===== src/rtl/oscope_pkg.sv =====
// Shared constants for the oscilloscope data path: packet geometry, ASCII codes,
// FIFO FSM state encodings and the packetizer state type.
package oscope_pkg;

    localparam int PKT_LEN = 13;

    localparam logic [7:0] ASCII_C     = 8'h43;
    localparam logic [7:0] ASCII_COLON = 8'h3A;
    localparam logic [7:0] ASCII_COMMA = 8'h2C;
    localparam logic [7:0] ASCII_LF    = 8'h0A;
    localparam logic [7:0] ASCII_0     = 8'h30;
    localparam logic [7:0] ASCII_A     = 8'h41;

    localparam logic [1:0] FIFO_S0 = 2'd0;
    localparam logic [1:0] FIFO_S1 = 2'd1;
    localparam logic [1:0] FIFO_S2 = 2'd2;

    typedef enum logic [1:0] {
        IDLE,
        CONVERT,
        READY,
        HANDOFF
    } pkt_state_t;

    function automatic logic [7:0] hex_ascii(input logic [3:0] nibble);
        if (nibble < 4'd10)
            return ASCII_0 + {4'd0, nibble};
        else
            return ASCII_A + {4'd0, nibble} - 8'd10;
    endfunction

endpackage


===== src/rtl/bin2bcd_seq.sv =====
// Iterative double-dabble: one shift-add-3 step per cycle, done pulses on the
// cycle after the last step while bcd holds the final result.
module bin2bcd_seq #(
    parameter int CONV_CYCLES = 12
) (
    input  logic                   clk,
    input  logic                   reset_n,
    input  logic                   start,
    input  logic [CONV_CYCLES-1:0] bin,
    output logic                   done,
    output logic [15:0]            bcd
);

    localparam int CNT_W = $clog2(CONV_CYCLES + 1);

    logic [CONV_CYCLES-1:0] shift_reg;
    logic [CNT_W-1:0]       count;
    logic [15:0]            adjusted;

    // Add 3 to every digit of 5 or more so the following shift carries correctly
    always_comb begin
        adjusted = bcd;
        for (int i = 0; i < 4; i++) begin
            if (bcd[4*i +: 4] >= 4'd5)
                adjusted[4*i +: 4] = bcd[4*i +: 4] + 4'd3;
        end
    end

    always_ff @(posedge clk or negedge reset_n) begin
        if (!reset_n) begin
            shift_reg <= '0;
            bcd       <= '0;
            count     <= '0;
            done      <= 1'b0;
        end else if (start) begin
            shift_reg <= bin;
            bcd       <= '0;
            count     <= CNT_W'(CONV_CYCLES);
            done      <= 1'b0;
        end else if (count != '0) begin
            bcd       <= {adjusted[14:0], shift_reg[CONV_CYCLES-1]};
            shift_reg <= {shift_reg[CONV_CYCLES-2:0], 1'b0};
            count     <= count - CNT_W'(1);
            done      <= (count == CNT_W'(1));
        end else begin
            done      <= 1'b0;
        end
    end

endmodule


===== src/rtl/sample_packetizer.sv =====
// Converts one ADC sample per strobe into a 13-character ASCII packet and hands it
// to the FT232H FIFO-write FSM, double-buffered so a packet in flight is never touched.
module sample_packetizer
    import oscope_pkg::*;
#(
    parameter int SEQ_W       = 16,
    parameter int CONV_CYCLES = 12
) (
    input  logic                   clk,
    input  logic                   reset_n,
    input  logic                   sample_valid,
    input  logic [CONV_CYCLES-1:0] sample,
    input  logic [2:0]             channel,
    input  logic [1:0]             fsm_state,
    input  logic [3:0]             select,
    output logic [7:0]             data_out,
    output logic                   enable,
    output logic                   busy,
    output logic                   overrun
);

    pkt_state_t       state;
    logic [2:0]       work_channel;
    logic [SEQ_W-1:0] seq;
    logic [2:0]       out_channel;
    logic [15:0]      out_bcd;
    logic [SEQ_W-1:0] out_seq;
    logic             conv_start;
    logic             conv_done;
    logic [15:0]      conv_bcd;

    assign conv_start = (state == IDLE) && sample_valid;

    bin2bcd_seq #(
        .CONV_CYCLES(CONV_CYCLES)
    ) u_bin2bcd (
        .clk     (clk),
        .reset_n (reset_n),
        .start   (conv_start),
        .bin     (sample),
        .done    (conv_done),
        .bcd     (conv_bcd)
    );

    // Output registers only load on READY -> HANDOFF, i.e. while downstream is idle
    always_ff @(posedge clk or negedge reset_n) begin
        if (!reset_n) begin
            state        <= IDLE;
            enable       <= 1'b1;
            busy         <= 1'b0;
            overrun      <= 1'b0;
            work_channel <= '0;
            seq          <= '0;
            out_channel  <= '0;
            out_bcd      <= '0;
            out_seq      <= '0;
        end else begin
            overrun <= sample_valid && (state != IDLE);
            case (state)
                IDLE: begin
                    if (sample_valid) begin
                        work_channel <= channel;
                        busy         <= 1'b1;
                        state        <= CONVERT;
                    end
                end
                CONVERT: begin
                    if (conv_done)
                        state <= READY;
                end
                READY: begin
                    if (fsm_state == FIFO_S2) begin
                        out_channel <= work_channel;
                        out_bcd     <= conv_bcd;
                        out_seq     <= seq;
                        seq         <= seq + SEQ_W'(1);
                        enable      <= 1'b0;
                        state       <= HANDOFF;
                    end
                end
                HANDOFF: begin
                    if (fsm_state != FIFO_S2) begin
                        enable <= 1'b1;
                        busy   <= 1'b0;
                        state  <= IDLE;
                    end
                end
                default: begin
                    busy  <= 1'b0;
                    state <= IDLE;
                end
            endcase
        end
    end

    always_comb begin
        data_out = 8'h00;
        case (select)
            4'd0:  data_out = ASCII_C;
            4'd1:  data_out = ASCII_0 + {5'd0, out_channel};
            4'd2:  data_out = ASCII_COLON;
            4'd3:  data_out = ASCII_0 + {4'd0, out_bcd[15:12]};
            4'd4:  data_out = ASCII_0 + {4'd0, out_bcd[11:8]};
            4'd5:  data_out = ASCII_0 + {4'd0, out_bcd[7:4]};
            4'd6:  data_out = ASCII_0 + {4'd0, out_bcd[3:0]};
            4'd7:  data_out = ASCII_COMMA;
            4'd8:  data_out = hex_ascii(out_seq[15:12]);
            4'd9:  data_out = hex_ascii(out_seq[11:8]);
            4'd10: data_out = hex_ascii(out_seq[7:4]);
            4'd11: data_out = hex_ascii(out_seq[3:0]);
            4'd12: data_out = ASCII_LF;
            default: data_out = 8'h00;
        endcase
    end

endmodule


===== config.mk =====
export PLATFORM = sky130hd
export DESIGN_NAME = sample_packetizer
export DESIGN_NICKNAME = d
export VERILOG_FILES = /design/src/rtl/oscope_pkg.sv /design/src/rtl/bin2bcd_seq.sv /design/src/rtl/sample_packetizer.sv
export SDC_FILE = /design/constraint.sdc
export NUM_CORES = 1
export LEC_CHECK = 0
export ABC_CLOCK_PERIOD_IN_PS = 2900
export CAP_MARGIN = 20
export CORE_MARGIN = 5
export CORE_UTILIZATION = 50
export CTS_CLUSTER_DIAMETER = 120
export DETAILED_ROUTE_END_ITERATION = 8
export PLACE_DENSITY = 0.82
export SYNTH_ARGS = -nofsm -noshare
export SYNTH_HDL_FRONTEND = slang
export SYNTH_SLANG_ARGS = --single-unit

===== constraint.sdc =====
create_clock -name clk -period 2.9 [get_ports clk]
set_input_delay 0.29 -clock clk [delete_from_list [all_inputs] [get_ports clk]]
set_output_delay 0.29 -clock clk [all_outputs]
set_load 0.01 [all_outputs]

# Yosys cells after proc, flatten, opt, wreduce, memory -nomap -nowiden
# Cells that the tools add are included.
# classes
addsub	23
magnitude_cmp	8
eq_ne	22
mux	28
reduce_logical	14
# op_table
cell	n
$pmux W8 S13	1
$add A6 B4 Y7 const A	8
$add A7 B4 Y8 const A	4
$mux W16	2
$mux W8	4
$sub A8 B4 Y8 const B	4
$mux W12	2
$eq A4 B4 Y1 const B	5
$mux W4	5
$add A16 B1 Y16 const B	1
$eq A4 B3 Y1 const B	4
$ge A4 B3 Y1 const B	4
$lt A4 B4 Y1 const B	4
$add A4 B2 Y4 const B	3
$eq A4 B1 Y1 const B	2
$eq A4 B2 Y1 const B	2
$mux W2	4
$ne A2 B2 Y1 const B	4
$pmux W2 S4	1
$reduce_bool A2 Y1	4
$add A6 B3 Y7 const A	1
$eq A2 B2 Y1 const B	3
$mux W1	6
$reduce_and A3 Y1	2
other kinds (12)	15
# word_totals
regBits	92
inputBits	24
output_inout_bits	11

# Longest topological paths before layout
# logic_depth
depth_word	4
depth_mapped	8
depth_no_buf	7

# Hierarchy
# From an unflattened synthesis, not the netlist that was laid out.
# unflattened
hier_cells	570
area_unflattened_um2	5102.4
# modules_own_cells
module	instances	cells_per_inst	area_per_inst_um2	seq_area_each_um2
sample_packetizer	1	368	3161.8	1477.7
bin2bcd_seq	1	202	1940.6	825.8

# Worst setup path after synthesis
# Ideal clock, no wire load.
# synth_timing
kind	register -> output
start	reg out_seq[5]
end	out data_out[1]
arrival_ps	1384
setup_slack_ps	1226
stages_incl_launch_ff	7
n_path_buf	0
path_cell_list	dfrtp_1 -> inv_1 -> ha_1 -> a211o_1 -> o21ai_0 -> a221oi_1 -> o221ai_1
# synth_via
elab_chain_len	4
word_cells_on_any_way	6
classes_between	add/sub (3); order compare (1); mux (2)
# synth_lines
item	line	rtl
from (decl)	sample_packetizer.sv:27	logic [SEQ_W-1:0] out_seq;
from (signal assigned)	sample_packetizer.sv:75	out_seq <= seq;
$add A7 B4 Y8	oscope_pkg.sv:29	return ASCII_A + {4'd0, nibble} - 8'd10;
$sub A8 B4 Y8	oscope_pkg.sv:29	
$mux W8 *	oscope_pkg.sv:26	if (nibble < 4'd10)
$pmux W8 S13 *	sample_packetizer.sv:98	case (select)
to (decl)	sample_packetizer.sv:16	output logic [7:0] data_out,
# Mark *: on every way between the ends. The rest lies on a longest branch, timed or not.

# Worst setup path after layout
# layout_timing
start	in select[2]
end	out data_out[1]
# layout_via
elab_chain_len	2
word_cells_on_any_way	14
classes_between	eq/ne (12); mux (1); reduce/logical (1)
# layout_lines
item	line	rtl
from (decl)	sample_packetizer.sv:15	input logic [3:0] select,
$eq A4 B4 Y1 (tied with other cells)	sample_packetizer.sv:98	
$pmux W8 S13 *	sample_packetizer.sv:98	
# Marks and branches as above.

==> impl_metrics.py <==
metrics = {
    "floorplan": {
        "initial_core_util_pct": 51.0,
        "die_x_um": 110,
        "num_rows": 36,
        "die_h_um": 110,
        "core_area_um2": 9730,
        "dieArea_um2": 12000,
        "pin_count": 35,
    },
    "power": {
        "p_int_mw": 2.87,
        "switching_share_pct": 37.2,
        "p_switching_mw": 1.70,
        "power_density_nw_per_um2": 805,
        "leakage_nw": 2.60,
        "seq_power_share_pct": 45.5,
        "ir_drop_uv": 391,
        "clockPowerShare_pct": 19.6,
        "combPwrFrac_pct": 34.9,
    },
    "sta": {
        "max_slew_margin_pct": 42.2,
        "fin_crit_ns": 2.79,
        "hold_viol": 11,
        "timing.final.crit_share_pct": 96.1,
        "max_freq_mhz": 359,
        "rsz0062_at_grt": "false",
        "tightest_slew_ns": 0.865,
        "fin_skew_ns": 0.0108,
        "fin_hold_ws_ns": -0.0132,
        "finalSetupViolCount": 0,
        "maxSlewViolCount": 0,
        "tns_ns": 0,
    },
    "route": {
        "wirelength_um": 10600,
        "dr.pass1.iters": 5,
        "drc": 0,
        "postRouteAntennaNets": 0,
        "first_iter_violations": 236,
        "wl_per_cell_um": 14.2,
        "viasPerCell": 5.34,
        "vias": 3959,
    },
    "grt": {
        "grt_pass1_wl_um": 18400,
        "grt_use_total_pct": 19.3,
        "grt_pass1_vias": 3903,
        "overflow": 0,
        "antenna_found_initial": 0,
        "grt_max_degree": 59,
    },
    "synthesis": {
        "syn_area_per_cell_um2": 8.66,
        "synth-async-reset-ratio_pct": 100,
        "yosysTopAreaCell": "dfrtp_1",
        "ys_warn_count": 0,
        "synth-seq-cells": 92,
        "synth_common_cells": "nand2_1 (145), dfrtp_1 (91), o21ai_0 (49)",
        "synth_ff_type": "dfrtp_1",
        "syn_area_um2": 4960,
        "synth_edf_count": 0,
        "synth_cell_type_count": 49,
        "synthesis.nets": 616,
        "synth_top_area_share_pct": 45.9,
        "synthCells": 573,
        "yosys.cell_count.top_type": "nand2_1",
        "yosysSeqAreaShare_pct": 46.4,
        "synth_area_leaders": "dfrtp_1 (46%), nand2_1 (11%), o21ai_0 (4.9%)",
    },
    "worst_hold_path": {
        "min_path_type": "input port to async pin",
    },
    "cells_and_area": {
        "drive_above_1_share_pct": 7.22,
        "nets": 647,
        "n_antenna_cell": 0,
        "area_growth_pct": 14.3,
    },
    "clock_tree": {
        "h-tree-depth": 3,
        "cts-root-buf": "clkbuf_8",
        "cts_setup_buffers": 0,
        "cts_tree": "yes",
        "cts_buffer_depth": 2,
        "cts_made_buffers": 9,
        "clock_sinks": 92,
        "worstSkewPairLatency_ns": 0.36,
        "clk_pin_slew_ns": 0.08,
        "cts_resized": 0,
        "ctsHoldBuffers": 0,
    },
    "job": {
        "cap_viol_max_count": 0,
    },
    "setup_path": {
        "startpoint_type": "input port",
        "critPathMaxFanout": 9,
        "worstPathArrival_ns": 2.50,
        "worstPathRequired_ns": 2.61,
        "cp-end-kind": "output pin",
        "reg2reg_slack_ns": 0.81,
        "critPathKind": "input port to output pin",
    },
    "run_status": {
        "failed_checks": "negative hold slack",
        "status": "complete, but fails checks",
    },
    "place": {
        "place.gp.congestion": 0.893,
        "dp_hpwl_um": 7720,
        "port_buffers": 33,
    },
}
-- cell usage in the layout (no fill, tap or decap), types with 2 or more instances in the layout --
cell,n
clkdlybuf4s50_1,31
ha_1,19
nand4_1,3
and4b_1,2
nand2_1,145
o22ai_1,2
inv_1,30
and3_1,2
nor2b_1,10
clkbuf_8,11
a22oi_1,3
a21oi_1,30
nand3_1,14
and2_1,5
nor3b_1,4
nor2_1,36
and3b_1,2
o211ai_1,3
clkinv_4,2
a211oi_1,5
o221ai_1,3
nand2b_1,6
mux2i_1,6
nand4_4,2
a31oi_1,11
dfrtp_1,91
nor3_1,10
xnor2_1,21
o32ai_1,2
o311ai_0,2
buf_4,16
xor2_1,8
o21ai_0,48
-- layout make-up --
| cell class | count | area, um2 |
|---|---|---|
| clock buffer | 11 | 151 |
| multi-input combinational | 422 | 2410 |
| fill | 887 | 4060 |
| inverter | 30 | 113 |
| sequential | 92 | 2300 |
| clock inverter | 5 | 60.1 |
| tap | 133 | 166 |
| timing repair buffer | 49 | 463 |
-- through the flow --
stage	setup WS (ns)	total power [mW]	instances	instance area [um2]	util (%)
final	0.112	4.57	742	5670	58.3
after global routing	0.00717	4.96	742	5670	58.3
after CTS	0.0846	4.60	742	5660	58.2
after detailed placement	0.0876	3.70	726	5450	56.0
after global placement	0.0708	3.58	726	5450	56.0
after floorplan	1.23	3.20	573	4960	-
-- power by group through the flow --
stage | Sequential (mW) | Clock (mW) | Combinational, mW
finish | 2.08 | 0.897 | 1.59
global route | 2.14 | 0.974 | 1.85
global placement | 2.07 | 0 | 1.51
floorplan | 2.00 | 0 | 1.20
CTS | 2.07 | 0.916 | 1.61
detailed placement | 2.10 | 0 | 1.60
-- logic make-up after synthesis --
family	synth area share, %
AOI/OAI and AO/OA	14.1
xor gates and xnor gates	5.12
adders and majority gates	4.79
buffers and inverters	4.99
DFF	46.4
muxes	1.21
other	0.0756
and+or+nand+nor	23.3
-- critical path, cell delays in order --
cell and delay (ns):
clkdlybuf4s50_1 0.65, and3b_1 0.22, a21oi_1 0.17, nor3_1 0.08, nor4_1 0.39, o221ai_1 0.19
clkdlybuf4s50_1 0.51
-- routing by layer --
metal,track usage [%],vias up,wire [um]
met4,7.21,0,148
met3,3.11,12,359
met5,0,-,0
met2,30.7,57,5010
li1,-,1980,-
met1,26.6,1910,5050
-- worst paths after layout --
path                            startpoint               to  cells after the start
worst max-delay path             select[2]      data_out[1]                      7
worst min-delay path               reset_n       out_seq[7]                      1
worst max register to register    state[0]          seq[15]                      6
worst min register to register      enable           enable                      2
max in group asynchronous          reset_n       out_bcd[3]                      2
min in group clk                channel[0]  work_channel[0]                      3
No activity file was read; power rests on OpenSTA's default activity.
